--- config.mk ---
export PLATFORM = sky130hd
export DESIGN_NAME = imem_loader
export DESIGN_NICKNAME = d
export VERILOG_FILES = /design/src/rtl/imem_loader.sv
export SDC_FILE = /design/constraint.sdc
export NUM_CORES = 1
export LEC_CHECK = 0
export ABC_CLOCK_PERIOD_IN_PS = 2100
export BUFFER_PORTS_ARGS = -buffer_cell sky130_fd_sc_hd__buf_4
export CAP_MARGIN = 20
export CORE_UTILIZATION = 50
export DETAILED_ROUTE_END_ITERATION = 7
export PLACE_DENSITY = 0.75
export RECOVER_POWER = 25
export SLEW_MARGIN = 20
export SYNTH_ARGS = -nofsm -noshare
export SYNTH_HDL_FRONTEND = slang
export SYNTH_SLANG_ARGS = --single-unit
export TNS_END_PERCENT = 50
--- constraint.sdc ---
create_clock -name clk -period 2.1 [get_ports clk]
set_input_delay 0.105 -clock clk [delete_from_list [all_inputs] [get_ports clk]]
set_output_delay 0.105 -clock clk [all_outputs]
set_load 0.03 [all_outputs]
--- src/rtl/imem_loader.sv ---
// -----------------------------------------------------------------------------
// imem_loader
// Boot-time loader for the instruction memory. It takes a byte stream on a
// valid/ready interface, packs each group of four bytes (first byte ends up
// as the most significant byte) into a 32-bit instruction word, and writes
// the words to consecutive memory addresses starting at 0. The cores stay
// stalled through cpu_hold until the requested number of words is written.
//
// Ports
//   clk          system clock, rising edge
//   reset_n      synchronous active-low reset
//   start        one-cycle launch pulse (honoured in IDLE / DONE only)
//   word_count   words to load, sampled with start, saturated to capacity
//   in_valid     stream byte present
//   in_data      stream byte
//   in_ready     loader accepts the byte this cycle
//   imem_we      one-cycle write strobe per word
//   imem_addr    word address of the write
//   imem_wdata   assembled instruction word
//   busy         load in progress
//   done         load complete, held until the next start
//   cpu_hold     stalls the cores, low only once the load is complete
//
// State  | meaning
// -------+--------------------------------------------------------------
// IDLE   | after reset, waiting for start
// LOAD   | accepting bytes of the current word
// WRITE  | one-cycle write of the assembled word
// DONE   | requested words written, cores released, waiting for start
// -----------------------------------------------------------------------------
module imem_loader #(
    parameter int ADDR_WIDTH = 10
) (
    input  logic                  clk,
    input  logic                  reset_n,
    input  logic                  start,
    input  logic [ADDR_WIDTH:0]   word_count,
    input  logic                  in_valid,
    input  logic [7:0]            in_data,
    output logic                  in_ready,
    output logic                  imem_we,
    output logic [ADDR_WIDTH-1:0] imem_addr,
    output logic [31:0]           imem_wdata,
    output logic                  busy,
    output logic                  done,
    output logic                  cpu_hold
);

    typedef enum logic [1:0] {
        S_IDLE  = 2'd0,
        S_LOAD  = 2'd1,
        S_WRITE = 2'd2,
        S_DONE  = 2'd3
    } state_t;

    localparam logic [ADDR_WIDTH:0]   CAPACITY  = {1'b1, {ADDR_WIDTH{1'b0}}};
    localparam logic [ADDR_WIDTH:0]   COUNT_ONE = (ADDR_WIDTH + 1)'(1);
    localparam logic [ADDR_WIDTH-1:0] IDX_ONE   = ADDR_WIDTH'(1);

    state_t                state_q;
    logic [1:0]            byte_cnt_q;
    logic [ADDR_WIDTH-1:0] word_idx_q;
    logic [ADDR_WIDTH:0]   count_q;
    // Only the three older bytes need storing; the fourth comes straight
    // from in_data on the cycle the word completes.
    logic [23:0]           shreg_q;

    logic                  in_ready_q;
    logic                  imem_we_q;
    logic [ADDR_WIDTH-1:0] imem_addr_q;
    logic [31:0]           imem_wdata_q;
    logic                  busy_q;
    logic                  done_q;
    logic                  cpu_hold_q;

    logic [ADDR_WIDTH:0]   count_sat;
    logic                  byte_fire;
    logic                  last_word;

    // Saturating the count keeps the last address at capacity-1, so the
    // word index can never wrap.
    assign count_sat = (word_count > CAPACITY) ? CAPACITY : word_count;
    assign byte_fire = in_valid && in_ready_q;
    assign last_word = (({1'b0, word_idx_q} + COUNT_ONE) == count_q);

    always_ff @(posedge clk) begin
        if (!reset_n) begin
            state_q      <= S_IDLE;
            byte_cnt_q   <= '0;
            word_idx_q   <= '0;
            count_q      <= '0;
            shreg_q      <= '0;
            in_ready_q   <= 1'b0;
            imem_we_q    <= 1'b0;
            imem_addr_q  <= '0;
            imem_wdata_q <= '0;
            busy_q       <= 1'b0;
            done_q       <= 1'b0;
            cpu_hold_q   <= 1'b1;
        end else begin
            imem_we_q <= 1'b0;
            case (state_q)
                S_IDLE, S_DONE: begin
                    if (start) begin
                        word_idx_q <= '0;
                        byte_cnt_q <= '0;
                        if (word_count == '0) begin
                            state_q    <= S_DONE;
                            in_ready_q <= 1'b0;
                            busy_q     <= 1'b0;
                            done_q     <= 1'b1;
                            cpu_hold_q <= 1'b0;
                        end else begin
                            count_q    <= count_sat;
                            state_q    <= S_LOAD;
                            in_ready_q <= 1'b1;
                            busy_q     <= 1'b1;
                            done_q     <= 1'b0;
                            cpu_hold_q <= 1'b1;
                        end
                    end
                end

                S_LOAD: begin
                    if (byte_fire) begin
                        shreg_q    <= {shreg_q[15:0], in_data};
                        byte_cnt_q <= byte_cnt_q + 2'd1;
                        if (byte_cnt_q == 2'd3) begin
                            // Ready drops together with the write strobe so
                            // no byte can be taken during the write cycle.
                            state_q      <= S_WRITE;
                            in_ready_q   <= 1'b0;
                            imem_we_q    <= 1'b1;
                            imem_addr_q  <= word_idx_q;
                            imem_wdata_q <= {shreg_q, in_data};
                        end
                    end
                end

                S_WRITE: begin
                    if (last_word) begin
                        state_q    <= S_DONE;
                        busy_q     <= 1'b0;
                        done_q     <= 1'b1;
                        cpu_hold_q <= 1'b0;
                    end else begin
                        word_idx_q <= word_idx_q + IDX_ONE;
                        byte_cnt_q <= '0;
                        state_q    <= S_LOAD;
                        in_ready_q <= 1'b1;
                    end
                end

                default: begin
                    state_q <= S_IDLE;
                end
            endcase
        end
    end

    assign in_ready   = in_ready_q;
    assign imem_we    = imem_we_q;
    assign imem_addr  = imem_addr_q;
    assign imem_wdata = imem_wdata_q;
    assign busy       = busy_q;
    assign done       = done_q;
    assign cpu_hold   = cpu_hold_q;

endmodule

==> reports/qor.csv <==
metric;value;unit
clk sinks;96;
die width;92.8;um
Power Internal;3.02;mW
Final ANT Viol Nets;0;
Root Buffer Master;clkbuf_8;
post-route cell area;5430;sq um
part of the power in registers;0.451;
leak pwr;1.99;nW
register bit count reported by yosys;96;
DP HPWL;6990;um
CTS tree;done;
crit share post-route;1.03;
drt first-iter violations;236;
Initial Util;0.525;
GPL Wtd Cong;0.878;
max-slew violations;0;
DIE AREA;8600;sq um
post-synthesis xor/xnor area fraction;0.0298;
Syn. warnings;0;
worst path cell trace;ha_4 -> nand3_2 -> nor2_4 -> xnor2_2 -> nor4_4 -> o2111ai_4 -> and4b_1 -> o31a_1;
Startpoint Class;flop;
fin util;0.692;
Setup Crit Path Kind;reg -> reg;
crit path capture;word_idx_q[4];
routed via count;3968;
grt ovf;0;
Worst Path Max Fanout;6;
crit path from;word_idx_q[1];
Num CTS Buffers;9;
routed wl met3;606;um
# DRC;0;
TritonRoute pass-1 iters;4;
Async SR Flop Fraction;0;
initial antenna violation count;0;
Setup Skew;0.00986;ns
hold_ws;0.0216;ns
Ports;70;
post-synthesis mux area share;0.00729;
RSZ-0062 raised after global routing;yes;
P&R area growth vs syn;31.8;%
commonest non-fill, non-tap cells in the layout;nand2_1 (160), dfxtp_1 (88), a21oi_1 (81), buf_4 (81), clkbuf_1 (33);
final worst setup slack;-0.0730;ns
Via density;5.46;
synth unique cells;54;
Hold Startpoint;word_count[3];
commonest non-fill, non-tap cell in the layout;nand2_1;
share of layout cells above drive strength 1;0.224;
RR Startpoint;word_idx_q[1];
Top Layer Used;met4;
wire per inst;15.1;um
Worst EP arrival;2.43;ns
vias in the first global route;3706;
Post-synth top flop;dfxtp_1;
PwrDens;814;nW/um^2
port bufs;69;
Post-Synthesis Cells;519;
Final Routed Wirelength;11000;um
Seq/Total Area, Yosys;0.467;
number of placement rows;32;
share of the synthesized area in the top cell type;0.467;
ANT cells;0;
maximum clock path buffer count;2;
final hold vios;0;
switching pwr;1.40;mW
largest net degree at the start of global routing;44;
crit path time final;2.17;ns
Worst-Margin Slew;0.547;ns
Post-synth EDFFs;0;
Core Area;7850;sq um
failing checks;negative setup slack;
FF-to-FF End;word_idx_q[4];
first-pass GRT wire length;17100;um
area leader, netlist;dfxtp_1;
Synth Area in Simple Gates;0.253;
Clock transition at path regs;0.10;ns
metal2 WL;5640;um
wl on met1;4560;um
combinational fraction of design power;0.235;
Finished Layout Cells;727;
Adder-Cell Fraction of Synth Area;0.0152;
DP Cell Count;695;
Sw Ratio;0.316;
Clock power frac;0.314;
slowest stage delay, CP;0.37;ns
largest family of logic cells by synthesized area;simple AND/OR/NAND/NOR gates;
Slowest-stage cell, CP;dfxtp_2;
Hold Path Class;in -> reg;
Area contributors post-synth;dfxtp_1 (47%), nand2_1 (15%), a21oi_1 (9.8%), clkbuf_1 (2.8%), xnor2_1 (2.1%);
DP Area;4960;sq um
Synth Cell Area;4120;sq um
WP data required;2.36;ns
worst skew pair latency;0.37;ns
H-tree depth;3;
crit end category;flop;
Slew HR;0.635;
chip height;92.8;um
Max Freq;0.460;GHz
Peak VDD IR;0.687;mV
final setup fails;10;
Compound-Gate Fraction of Synth Area;0.181;
all-layer global routing usage;0.252;
fin nets;648;
R2R Setup Slk;-0.07;ns
max cap viols;0;
run status;complete, but fails checks;
Avg Cell Area, Syn;7.94;sq um
path depth of the worst reg2reg path;8;
Mapped Nets;547;
-- per-stage QoR --
step	setup slack [ns]	TNS (ns)	power [mW]
2_1_floorplan	0.0393	0	2.64
3_3_place_gp	-0.103	-0.786	2.92
3_5_place_dp	-0.138	-1.29	2.95
4_1_cts	-0.0573	-0.339	4.39
5_1_grt	-0.146	-1.55	4.61
6_report	-0.0730	-0.287	4.42
-- synth_stat cells (all sizes together) (2+ instances only) --
master  number
nand2      163
dfxtp       96
a21oi       82
clkbuf      31
nand3       17
nor2        12
nand3b      10
xnor2       10
buf          8
inv          8
and2         5
ha           5
o21ai        5
and3         4
nor4         4
o211ai       4
xor2         4
a211o        3
a21o         3
a31o         3
mux2i        3
nand4        3
nor3b        3
o221ai       3
o22ai        3
o31a         3
or3          3
a311o        2
a31oi        2
nand2b       2
nor3         2
o31ai        2
-- per-layer routing --
| metal | GRT usage | vias to the layer above |
|---|---|---|
| li1 | - | 1963 |
| met1 | 0.309 | 1881 |
| met2 | 0.431 | 107 |
| met3 | 0.0476 | 17 |
| met4 | 0.105 | 0 |
| met5 | 0 | - |
-- power by group through the flow --
stage          Sequential, mW  Clock, mW  Combinational, mW
2_1_floorplan            2.09          0              0.545
6_report                 1.99       1.39               1.04
5_1_grt                  2.01       1.49               1.11
4_1_cts                  2.00       1.41              0.981
3_5_place_dp             2.03          0              0.912
3_3_place_gp             2.03          0              0.891
-- worst max-delay path, delay by kind of cell (launching register included) --
family                     cells  cell delay (ns)
xor gates and xnor gates       1             0.11
adders and majority gates      1             0.17
and+or+nand+nor                4             0.89
DFF                            1             0.37
AOI/OAI and AO/OA              2             0.52
-- how the worst min path moves through the flow --
stage,cells past startpoint,to,slack (ns)
after global placement,3,imem_wdata[5],0.37
final,3,count_q[3],0.02
after detailed placement,3,shreg_q[6],0.37
after global routing,3,count_q[2],0.001
after floorplan,2,shreg_q[0],0.24
after CTS,3,count_q[2],0.007
-- what timing repair did --
item / CTS / global route
setup endpoints to repair: 14 / 17
cloned: 1 / 1
endpoints found under the hold margin: 16 / 0
pin swaps: 12 / 15
hold buffers: 8 / 0
gates resized for setup: 19 / 24
buffers inserted: 0 / 6
-- cell type report --
| cell class | instances | area, sq um |
|---|---|---|
| fill | 682 | 2420 |
| multi-input combinational | 377 | 2200 |
| sequential | 96 | 1940 |
| timing repair buffer | 128 | 898 |
| clock buffer | 10 | 128 |
| tap | 102 | 128 |
| clock inverter | 6 | 100 |
| inverter | 8 | 30.0 |
-- flip-flops by register name, indices dropped and copies added (netlist names) --
name / flops
shreg_q: 24
in_ready: 1
cpu_hold: 1
imem_wdata: 32
imem_we: 1
done: 1
busy: 1
count_q: 11
byte_cnt_q: 2
word_idx_q: 10
state_q: 2
imem_addr: 10
-- cells by family after synthesis --
group,after synthesis
and+or+nand+nor,232
AOI/OAI and AO/OA,122
DFF,96
buffers and inverters,47
xor gates and xnor gates,14
adders and majority gates,5
muxes,3
Power figures use the tool's default switching activity.
